<file path="src/rtl/mod12_ctrl_pkg.sv">
// Shared types and constants for the mod-12 counter command sequencer.
package mod12_ctrl_pkg;

  localparam int         MOD     = 12;
  localparam logic [3:0] MAX_VAL = 4'd11;
  localparam int         CNT_W   = 4;

  typedef enum logic [1:0] {
    IDLE = 2'd0,
    LOAD = 2'd1,
    RUN  = 2'd2,
    DONE = 2'd3
  } state_e;

  function automatic logic in_range(input logic [CNT_W-1:0] v);
    return v <= MAX_VAL;
  endfunction

endpackage

</file>
<file path="src/rtl/rr_arbiter.sv">
// Round-robin arbiter: first requester at or after ptr_q wins; ptr_q moves past
// the winner only when the grant is consumed (advance).
module rr_arbiter #(
  parameter int N     = 2,
  parameter int IDX_W = (N > 2) ? $clog2(N) : 1
) (
  input  logic             clk,
  input  logic             rst,
  input  logic [N-1:0]     req,
  input  logic             advance,
  output logic [N-1:0]     grant,
  output logic [IDX_W-1:0] grant_idx
);

  logic [IDX_W-1:0] ptr_q, ptr_d;
  logic [IDX_W-1:0] idx;
  logic             found;

  always_comb begin
    grant     = '0;
    grant_idx = '0;
    found     = 1'b0;
    idx       = '0;
    for (int k = 0; k < N; k++) begin
      idx = IDX_W'((int'(ptr_q) + k) % N);
      if (!found && req[idx]) begin
        found      = 1'b1;
        grant[idx] = 1'b1;
        grant_idx  = idx;
      end
    end
  end

  always_comb begin
    ptr_d = ptr_q;
    if (advance && found) begin
      ptr_d = (int'(grant_idx) == N - 1) ? '0 : IDX_W'(int'(grant_idx) + 1);
    end
  end

  always_ff @(posedge clk or posedge rst) begin
    if (rst) ptr_q <= '0;
    else     ptr_q <= ptr_d;
  end

endmodule

</file>
<file path="src/rtl/mod12_cnt_ctrl.sv">
// Command sequencer/arbiter in front of the mod-12 up/down counter.
// Optional start-value range check: define CNT_CTRL_RANGE_CHK_EN.
module mod12_cnt_ctrl
  import mod12_ctrl_pkg::*;
#(
  parameter int NREQ   = 2,
  parameter int STEP_W = 8,
  parameter int ID_W   = (NREQ > 2) ? $clog2(NREQ) : 1
) (
  input  logic                   clk,
  input  logic                   reset,
  input  logic [NREQ-1:0]        req_valid,
  output logic [NREQ-1:0]        req_ready,
  input  logic [NREQ*4-1:0]      req_start,
  input  logic [NREQ-1:0]        req_mode,
  input  logic [NREQ*STEP_W-1:0] req_steps,
  output logic                   cnt_load,
  output logic                   cnt_mode,
  output logic [3:0]             cnt_data_in,
  input  logic [3:0]             cnt_data_out,
  output logic                   rsp_valid,
  output logic [ID_W-1:0]        rsp_id,
  output logic [3:0]             rsp_value,
  output logic                   rsp_err,
  output logic                   busy,
  output logic [1:0]             dbg_state
);

`ifdef CNT_CTRL_RANGE_CHK_EN
  localparam bit RANGE_CHK = 1'b1;
`else
  localparam bit RANGE_CHK = 1'b0;
`endif

  // Handshake: a command transfers on a cycle where req_valid[i] & req_ready[i].
  // req_ready is combinational from req_valid, so valid must not wait on ready.

  state_e              state_q, state_d;
  logic [CNT_W-1:0]    start_q, start_d;
  logic                mode_q, mode_d;
  logic [STEP_W-1:0]   rem_q, rem_d;
  logic [ID_W-1:0]     id_q, id_d;
  logic [CNT_W-1:0]    hold_q, hold_d;
  logic                err_q, err_d;

  logic [NREQ-1:0]     gnt;
  logic [ID_W-1:0]     gnt_idx;
  logic                hs;
  logic [CNT_W-1:0]    sel_start;
  logic [STEP_W-1:0]   sel_steps;
  logic                sel_mode;

  rr_arbiter #(
    .N     (NREQ),
    .IDX_W (ID_W)
  ) u_arb (
    .clk       (clk),
    .rst       (reset),
    .req       (req_valid),
    .advance   (hs),
    .grant     (gnt),
    .grant_idx (gnt_idx)
  );

  assign req_ready = (state_q == IDLE && !reset) ? gnt : '0;
  assign hs        = |(req_valid & req_ready);
  assign sel_start = req_start[4*int'(gnt_idx) +: 4];
  assign sel_steps = req_steps[STEP_W*int'(gnt_idx) +: STEP_W];
  assign sel_mode  = req_mode[gnt_idx];
  assign busy      = (state_q != IDLE);
  assign dbg_state = state_q;

  always_comb begin
    state_d     = state_q;
    start_d     = start_q;
    mode_d      = mode_q;
    rem_d       = rem_q;
    id_d        = id_q;
    hold_d      = hold_q;
    err_d       = err_q;
    cnt_load    = 1'b1;
    cnt_mode    = 1'b0;
    cnt_data_in = hold_q;
    rsp_valid   = 1'b0;
    rsp_id      = '0;
    rsp_value   = '0;
    rsp_err     = 1'b0;
    unique case (state_q)
      IDLE: begin
        if (hs) begin
          start_d = sel_start;
          mode_d  = sel_mode;
          rem_d   = sel_steps;
          id_d    = gnt_idx;
          err_d   = RANGE_CHK && !in_range(sel_start);
          // A rejected command skips the counter entirely and answers next cycle.
          state_d = (RANGE_CHK && !in_range(sel_start)) ? DONE : LOAD;
        end
      end
      LOAD: begin
        cnt_data_in = start_q;
        cnt_mode    = mode_q;
        state_d     = (rem_q != '0) ? RUN : DONE;
      end
      RUN: begin
        cnt_load = 1'b0;
        cnt_mode = mode_q;
        if (rem_q == STEP_W'(1)) state_d = DONE;
        else                     rem_d   = rem_q - STEP_W'(1);
      end
      DONE: begin
        rsp_valid = 1'b1;
        rsp_id    = id_q;
        rsp_err   = err_q;
        state_d   = IDLE;
        if (err_q) begin
          rsp_value   = hold_q;
          cnt_data_in = hold_q;
        end else begin
          rsp_value   = cnt_data_out;
          cnt_data_in = cnt_data_out;
          hold_d      = cnt_data_out;
        end
      end
      default: state_d = IDLE;
    endcase
  end

  always_ff @(posedge clk or posedge reset) begin
    if (reset) begin
      state_q <= IDLE;
      start_q <= '0;
      mode_q  <= 1'b0;
      rem_q   <= '0;
      id_q    <= '0;
      hold_q  <= '0;
      err_q   <= 1'b0;
    end else begin
      state_q <= state_d;
      start_q <= start_d;
      mode_q  <= mode_d;
      rem_q   <= rem_d;
      id_q    <= id_d;
      hold_q  <= hold_d;
      err_q   <= err_d;
    end
  end

endmodule

</file>
<file path="config.mk">
export PLATFORM = sky130hd
export DESIGN_NAME = mod12_cnt_ctrl
export DESIGN_NICKNAME = d
export VERILOG_FILES = /design/src/rtl/mod12_ctrl_pkg.sv /design/src/rtl/rr_arbiter.sv /design/src/rtl/mod12_cnt_ctrl.sv
export SDC_FILE = /design/constraint.sdc
export NUM_CORES = 1
export LEC_CHECK = 0
export ABC_AREA = 1
export CAP_MARGIN = 20
export CORE_MARGIN = 2
export CORE_UTILIZATION = 35
export DETAILED_ROUTE_END_ITERATION = 8
export PLACE_DENSITY_LB_ADDON = 0.15
export SLEW_MARGIN = 40
export SYNTH_ARGS = -nofsm -noshare
export SYNTH_HDL_FRONTEND = slang
export SYNTH_HIERARCHICAL = 1
export SYNTH_SLANG_ARGS = --single-unit
</file>
<file path="constraint.sdc">
create_clock -name clk -period 2.1 [get_ports clk]
set_clock_uncertainty 0.05 [all_clocks]
set_input_delay 0.63 -clock clk [delete_from_list [all_inputs] [get_ports clk]]
set_output_delay 0.63 -clock clk [all_outputs]
set_load 0.03 [all_outputs]
</file>
==> impl_metrics.json <==
{
  "synth-seq-cells": 21,
  "ys.flop_type": "dfrtp_1",
  "place_congestion": 0.8164,
  "clockBufferDepth": 2,
  "fillers": 407,
  "endpoint_kind": "primary output",
  "finalCritPeriodShare_pct": 107.7,
  "synth_cell_type_count": 27,
  "clk_pin_slew_worst_paths_ns": 0.08,
  "core_area_um2": 4029,
  "tns_ns": -0.6234,
  "routed_via_density": 4.638,
  "setup_violations": 7,
  "design.die.area_um2": 4780,
  "multi_input_area_um2": 858.3,
  "num_rows": 23,
  "fin_hold_ws_ns": 0.3103,
  "area_growth_pct": 51.56,
  "cellPowerDensity_nw_per_um2": 353.9,
  "hp-class": "input pin to async pin",
  "final_util_pct": 55.87,
  "async_flop_share_pct": 100.0,
  "seq_area_um2": 528.0,
  "hold_viol": 0,
  "portBuffers": 50,
  "r2r_end": "rem_q[1]",
  "finalCriticalPeriod_ns": 2.262,
  "nNetsFinal": 330,
  "slew_viol_final": 0,
  "final_common_cell": "nand2_1",
  "antenna_cells": 0,
  "syn_area_per_cell_um2": 6.813,
  "die_h_um": 69.14,
  "clock-sinks": 21,
  "cp.required_ns": 1.42,
  "reg2reg_from": "dbg_state[0]",
  "fin_ws_ns": -0.1617,
  "worstPathMaxFanout": 4,
  "wire_per_inst_um": 11.75,
  "status": "complete, but fails checks",
  "drt-initial-drc-count": 49,
  "ff2ff_path_depth": 9,
  "ant_nets": 0,
  "rrSetupSlack_ns": 0.47,
  "synthCells": 218,
  "first_pass_iters": 4,
  "mostFrequentLayoutCells": "nand2_1 (67), clkdlybuf4s50_1 (30), buf_4 (29)",
  "design_area_um2": 2251,
  "synth_edf_count": 0,
  "ys_warn_count": 6,
  "grt_antenna_before_repair": 0,
  "die_w_um": 69.14,
  "p_leak_nw": 1.169,
  "grt.total_usage_pct": 17.13,
  "wirelength_um": 3960,
  "fmax_mhz": 442.1,
  "synth_nets": 260,
  "post-place-ws_ns": -0.2431,
  "grt_max_degree": 21,
  "ctsHoldBuffers": 0,
  "worstSetupPathType": "flop to primary output",
  "grt_setup_unrepaired": "yes",
  "dpl.hpwl_um": 3182,
  "via_count": 1563,
  "start_util_pct": 36.86,
  "worstPathArrival_ns": 1.58,
  "synthesis.area_um2": 1485,
  "grt_pass1_wl_um": 6803,
  "clock_latency_ns": 0.27,
  "violations": "negative setup slack",
  "io_pins": 52,
  "grt-ovfl-total": 0,
  "drive_gt1_share_pct": 20.91,
  "drc": 0,
  "vdd_ir_drop_max_v": 0.0003272,
  "cts_root_buf": "clkbuf_8",
  "placed_cell_area_um2": 2162,
  "cts_tree": "built",
  "ys_seq_area_share_pct": 35.38,
  "startpoint_type": "flop",
  "first_global_vias": 1532,
  "drv_cap": 0,
  "numCtsBuffers": 3,
  "htree_levels": 1
}
## logic make-up after synthesis
group / synth area share [%]
flip-flops: 35.38
adder cells (fa/ha/maj): 6.740
AND/OR/NAND/NOR: 33.61
other: 0.2525
buffers and inverters: 9.857
AO/OA/AOI/OAI: 14.15
## layout make-up
| type | instances | area share, % |
|---|---|---|
| clock buffers | 3 | 1.834 |
| clock inverters | 1 | 0.3335 |
| inverters | 29 | 5.003 |
| multi-input cells | 162 | 38.13 |
| flip-flops and latches | 21 | 23.46 |
| well taps | 50 | 2.779 |
| repair buffers | 71 | 28.46 |
## worst max-delay path: stages (launching register included)
cell,delay (ns)
dfrtp_2,0.44
buf_6,0.13
ha_4,0.15
or2_4,0.24
o211ai_1,0.17
buf_4,0.19
## metrics by stage
stage / std cells / power, mW
final: 337 / 0.7967
after global routing: 337 / 0.8299
after CTS: 337 / 0.8066
after detailed placement: 332 / 0.5226
after global placement: 332 / 0.5219
after floorplan: 218 / 0.4405
## report_power, final
group	internal [mW]	switching, mW	total, mW
sequential	0.404	0	0.404
combinational	0.0702	0.0402	0.110
clock	0.134	0.148	0.282
## worst max path at each step
stage | start | endpoint | slack, ns | cells after the start
after detailed placement | req_valid[1] | req_ready[1] | -0.24 | 4
after CTS | dbg_state[1] | cnt_data_in[1] | -0.18 | 5
final | dbg_state[1] | cnt_data_in[1] | -0.16 | 5
after global routing | dbg_state[1] | cnt_data_in[2] | -0.23 | 5
after floorplan | dbg_state[0] | cnt_data_in[0] | -0.22 | 4
after global placement | req_valid[1] | req_ready[1] | -0.23 | 4
## cells in the mapped netlist, drive strengths merged (2+ instances only)
| cell type | n | share of area [%] |
|---|---|---|
| o21ai | 14 | 4.7 |
| dfrtp | 21 | 35 |
| ha | 8 | 6.7 |
| and3 | 2 | 1.0 |
| inv | 29 | 7.3 |
| nand3 | 11 | 4.9 |
| a21oi | 7 | 2.4 |
| nor3 | 2 | 0.67 |
| o211ai | 5 | 2.5 |
| a31oi | 5 | 2.1 |
| a21boi | 3 | 1.5 |
| nand4 | 2 | 0.84 |
| nand2 | 72 | 18 |
| nor2 | 26 | 6.6 |
| buf | 5 | 2.3 |
## registers in the layout, summed over array words and instances, names as in the netlist, named ones only
name       flops
dbg_state      2
start_q        4
rem_q          8
mode_q         1
id_q           1
hold_q         4
## per-layer routing
metal  vias to the layer above  GRT usage (%)  share of wire, %  routed length (um)
li1                        831              -                 -                   -
met1                       692          22.83                48                1896
met2                        35          29.91                47                1866
met3                         5          2.485               4.3                 169
met4                         0          2.614              0.68                  27
met5                         -              0                 0                   0
## repair_timing
action | CTS | global route
buffers inserted | 1 | 0
pin swaps | 1 | 0
gates resized for setup | 18 | 3
endpoints found under the setup margin | 16 | 12
No activity file was read; power rests on OpenSTA's default activity.
==> edit 1: new RTL, config.mk and constraints unchanged <==
The option `CNT_CTRL_RANGE_CHK_EN` is turned on by a define.
--- a/src/rtl/mod12_cnt_ctrl.sv
+++ b/src/rtl/mod12_cnt_ctrl.sv
@@ -1,5 +1,7 @@
 // Command sequencer/arbiter in front of the mod-12 up/down counter.
 // Optional start-value range check: define CNT_CTRL_RANGE_CHK_EN.
+`define CNT_CTRL_RANGE_CHK_EN
+
 module mod12_cnt_ctrl
   import mod12_ctrl_pkg::*;
 #(
Behaviour: not the same (Yosys sat finds a counterexample within 4 cycles, from zero or initial values and one cycle with reset high).
==> edit 1 against the original RTL <==
The flow still finishes with violations (negative setup slack). Via count is 13% higher. Maximum frequency is 4.4% higher. Hold slack better by 0.0074 ns. Sequential cell count is 1 higher. Cell area is 17% higher. Worst setup slack better by 0.096 ns. Wire length is 16% higher. Synthesized area is 7.0% higher.
Power is left out: it rests on default switching activity, and per cell area and clock period it moved more than threefold.
==> edit 1: results (changes against the original RTL) <==
| Metric | Value |
|---|---|
| Seq/Total Area, Yosys | 34.6% (-0.74 points) |
| 1st-iter DRT viols | 69 (+41%) |
| Mux share of post-synthesis cell area | 0.630% (+0.63 points) |
| Failing checks | negative setup slack |
| Synth cell types | 30 (+11%) |
| Post-Route WL | 4580 um (+16%) |
| Worst Path Arrival | 1.49 ns (-0.09 ns) |
| Count of final setup violators | 4 (-3) |
| Met3 WL | 197 um (+17%) |
| M1 wire length | 2210 um (+17%) |
| Top post-synthesis cells by count | nand2_1 (73), inv_1 (32), nor2_1 (29) |
| Vias in the first global route | 1663 (+8.6%) |
| Delay of the slowest cell on the worst path | 0.47 ns (+0.03 ns) |
| Met2 wire len | 2090 um (+12%) |
| Status | finished, violations left |
| Final GP Congestion | 0.875 (+7.2%) |
| Synth Area in Compound Gates | 14.7% (+0.57 points) |
| CP max FO | 5 (+1) |
| Mapped Nets | 279 (+7.3%) |
| Detailed-placement wirelength estimate | 3470 um (+9.1%) |
| Met3 GRT Util | 3.52% (+1.0 points) |
| DP Worst Slack | -0.342 ns (-0.0985 ns) |
| Setup ws final | -0.0658 ns (+0.0960 ns) |
| Largest net degree at the start of global routing | 17 (-19%) |
| Via count | 1772 (+13%) |
| GR Util met1 | 26.8% (+4.0 points) |
| GRT Total Usage | 19.0% (+1.9 points) |
| First-pass GRT wire length | 7690 um (+13%) |
edit 1: what timing repair did:
action                                  4_1_cts  5_1_grt
setup buffers                                 7        5
pin swaps                                    13        7
endpoints found under the hold margin         0        0
endpoints found under the setup margin       13       15
resized for setup                            51        8
edit 1: cell type report:
cell class / instances / area [um2]
clock buffers: 4 / 55.1
inverters: 33 / 145
fillers: 411 / 1720
well taps: 52 / 65.1
repair buffers: 83 / 776
flip-flops and latches: 22 / 554
multi-input cells: 177 / 1040
edit 1: worst paths after layout:
| check | from | endpoint | slack [ns] | cells past startpoint |
|---|---|---|---|---|
| max | dbg_state[0]$_DFFE_PP0P_ | cnt_data_in[3] | -0.07 | 4 |
| min | reset | asynchronous set/reset pin | 0.32 | 2 |
| max reg2reg | dbg_state[0]$_DFFE_PP0P_ | rem_q[1]$_DFFE_PP0P_ | 0.37 | 9 |
| min reg2reg | start_q[3]$_DFFE_PP0P_ | start_q[3]$_DFFE_PP0P_ | 0.45 | 2 |
| max in group asynchronous | reset | dbg_state[0]$_DFFE_PP0P_ | 1.25 | 3 |
| min in group clk | start_q[3]$_DFFE_PP0P_ | start_q[3]$_DFFE_PP0P_ | 0.45 | 2 |
edit 1: logic make-up after synthesis:
| logic type | count (synthesis) |
|---|---|
| AO/OA/AOI/OAI | 42 |
| adder cells (fa/ha/maj) | 8 |
| buffers and inverters | 38 |
| flip-flops | 22 |
| multiplexers | 1 |
| AND/OR/NAND/NOR | 126 |
edit 1: metrics by stage:
step                setup TNS (ns)  utilization, %  cells
global route                -0.741            60.5    371
detailed placement           -5.14            54.2    356
global placement             -4.47            54.2    356
CTS                         -0.278            59.1    366
floorplan                   -0.603               -    237
finish                      -0.160            60.5    371
==> edit 2: new RTL, same settings <==
Made on the original files. Reset style: synchronous (`reset` and `rst`), changed in 2 clocked blocks.
--- a/src/rtl/rr_arbiter.sv
+++ b/src/rtl/rr_arbiter.sv
@@ -38,7 +38,7 @@
     end
   end
 
-  always_ff @(posedge clk or posedge rst) begin
+  always_ff @(posedge clk) begin
     if (rst) ptr_q <= '0;
     else     ptr_q <= ptr_d;
   end
--- a/src/rtl/mod12_cnt_ctrl.sv
+++ b/src/rtl/mod12_cnt_ctrl.sv
@@ -126,7 +126,7 @@
     endcase
   end
 
-  always_ff @(posedge clk or posedge reset) begin
+  always_ff @(posedge clk) begin
     if (reset) begin
       state_q <= IDLE;
       start_q <= '0;
Check against the original RTL: differs if reset is asserted again (counterexample within 4 cycles, from zero or initial values and one cycle with reset high); with reset held inactive, the same outputs for 10 cycles.
==> edit 2 against the original RTL <==
The flow still finishes with violations (negative setup slack). Hold slack improved by 0.13 ns. Synthesized area fell by 0.34%. Cell area is 0.94% higher. Non-clock buffer count fell by 1. Sequential cell count did not move. Wire length increased by 9.8%. Sequential share of layout area is 4.6 points lower. Maximum frequency up 7.7%. Worst setup slack improved by 0.16 ns.
Power is left out: it rests on default switching activity, and per cell area and clock period it moved more than threefold.
==> edit 2: results (changes against the original RTL) <==
| Metric | Value |
|---|---|
| Ys flop type | dfxtp_1 |
| Vias in the first global route | 1541 (+0.59%) |
| Share of layout cells above drive strength 1 | 22.3% (+1.4 points) |
| Top cells by area, synth | dfxtp_1 (28%), nand2_1 (19%), nand3_1 (9.1%) |
| Adder-Cell Fraction of Synth Area | 6.76% (+0.023 points) |
| Synth Area in Compound Gates | 14.2% (+0.048 points) |
| GRT Total Usage | 18.1% (+1.0 points) |
| Ys async rst share | 0% (-100 points) |
| Status | finished, violations left |
| Final GP Congestion | 0.850 (+4.1%) |
| Fraction of area in multi-input gates | 43.7% (+5.6 points) |
| Final net count | 348 (+5.5%) |
| Non-clock buffer count | 70 (-1.4%) |
| Synth cell types | 26 (-3.7%) |
| Inverters excl. clock | 27 (-6.9%) |
| Worst hold-check path type | flip-flop to flip-flop |
| Number of multi-input logic gates | 183 (+13%) |
| Setup ws final | -0.000979 ns (+0.161 ns) |
| Failing checks | negative setup slack |
| Via count | 1720 (+10%) |
| FF-to-FF setup slack | 0.45 ns (-0.02 ns) |
| Worst R2R Start | dbg_state[0]$_SDFFE_PP0P_ |
| First-pass GRT wire length | 7180 um (+5.5%) |
| Crit path launch | dbg_state[1]$_SDFFE_PP0P_ |
| Mapped Nets | 283 (+8.8%) |
| Seq/Total Area, Yosys | 28.4% (-7.0 points) |
| Data buffer area share | 27.7% (-0.76 points) |
| Count of final setup violators | 1 (-6) |
| Vias per inst | 4.85 (+4.5%) |
-- edit 2: changes by cell type in the layout (fill, tap and decap cells not counted), sizes merged, moves of 2 or more --
| cell | unedited run | this run |
|---|---|---|
| clkdlybuf4s50 | 30 | 32 |
| a21oi | 7 | 15 |
| o211ai | 5 | 0 |
| dfxtp | 0 | 21 |
| nand2 | 72 | 75 |
| dfrtp | 21 | 0 |
| nand3 | 11 | 29 |
| inv | 28 | 26 |
| nor3 | 2 | 0 |
| dlygate4sd2 | 6 | 2 |
-- edit 2: worst paths after layout --
check | end | cells after the start
worst max-delay path | cnt_data_in[3] | 6
worst min-delay path | hold_q[2]$_SDFFE_PP0P_ | 2
worst max register to register | rem_q[3]$_SDFFE_PP0P_ | 7
worst min register to register | hold_q[2]$_SDFFE_PP0P_ | 2
-- edit 2: worst max-delay path, delay by kind of cell (launching register included) --
kind	cells	cell delay, ns
fa+ha+maj	1	0.22
simple gates	2	0.15
flops	1	0.40
buf+inv	3	0.36
-- edit 2: routing by layer --
metal	share of wire, %	vias to the layer above	global-route usage (%)
li1	-	902	-
met1	47	761	25.2
met2	46	52	28.5
met3	5.1	5	3.36
met4	1.2	0	5.23
met5	0	-	0
-- edit 2: metrics by stage --
| stage | worst slack [ns] | hold WS [ns] | TNS (ns) | util (%) | instance area [um2] |
|---|---|---|---|---|---|
| 2_1_floorplan | 0.0113 | 0.389 | 0 | - | 1490 |
| 3_3_place_gp | -0.261 | 0.400 | -2.83 | 52.0 | 2100 |
| 3_5_place_dp | -0.291 | 0.404 | -3.67 | 52.0 | 2100 |
| 4_1_cts | 0.0000105 | 0.416 | 0 | 54.0 | 2180 |
| 5_1_grt | -0.0552 | 0.465 | -0.245 | 56.4 | 2270 |
| 6_report | -0.000979 | 0.437 | -0.000979 | 56.4 | 2270 |
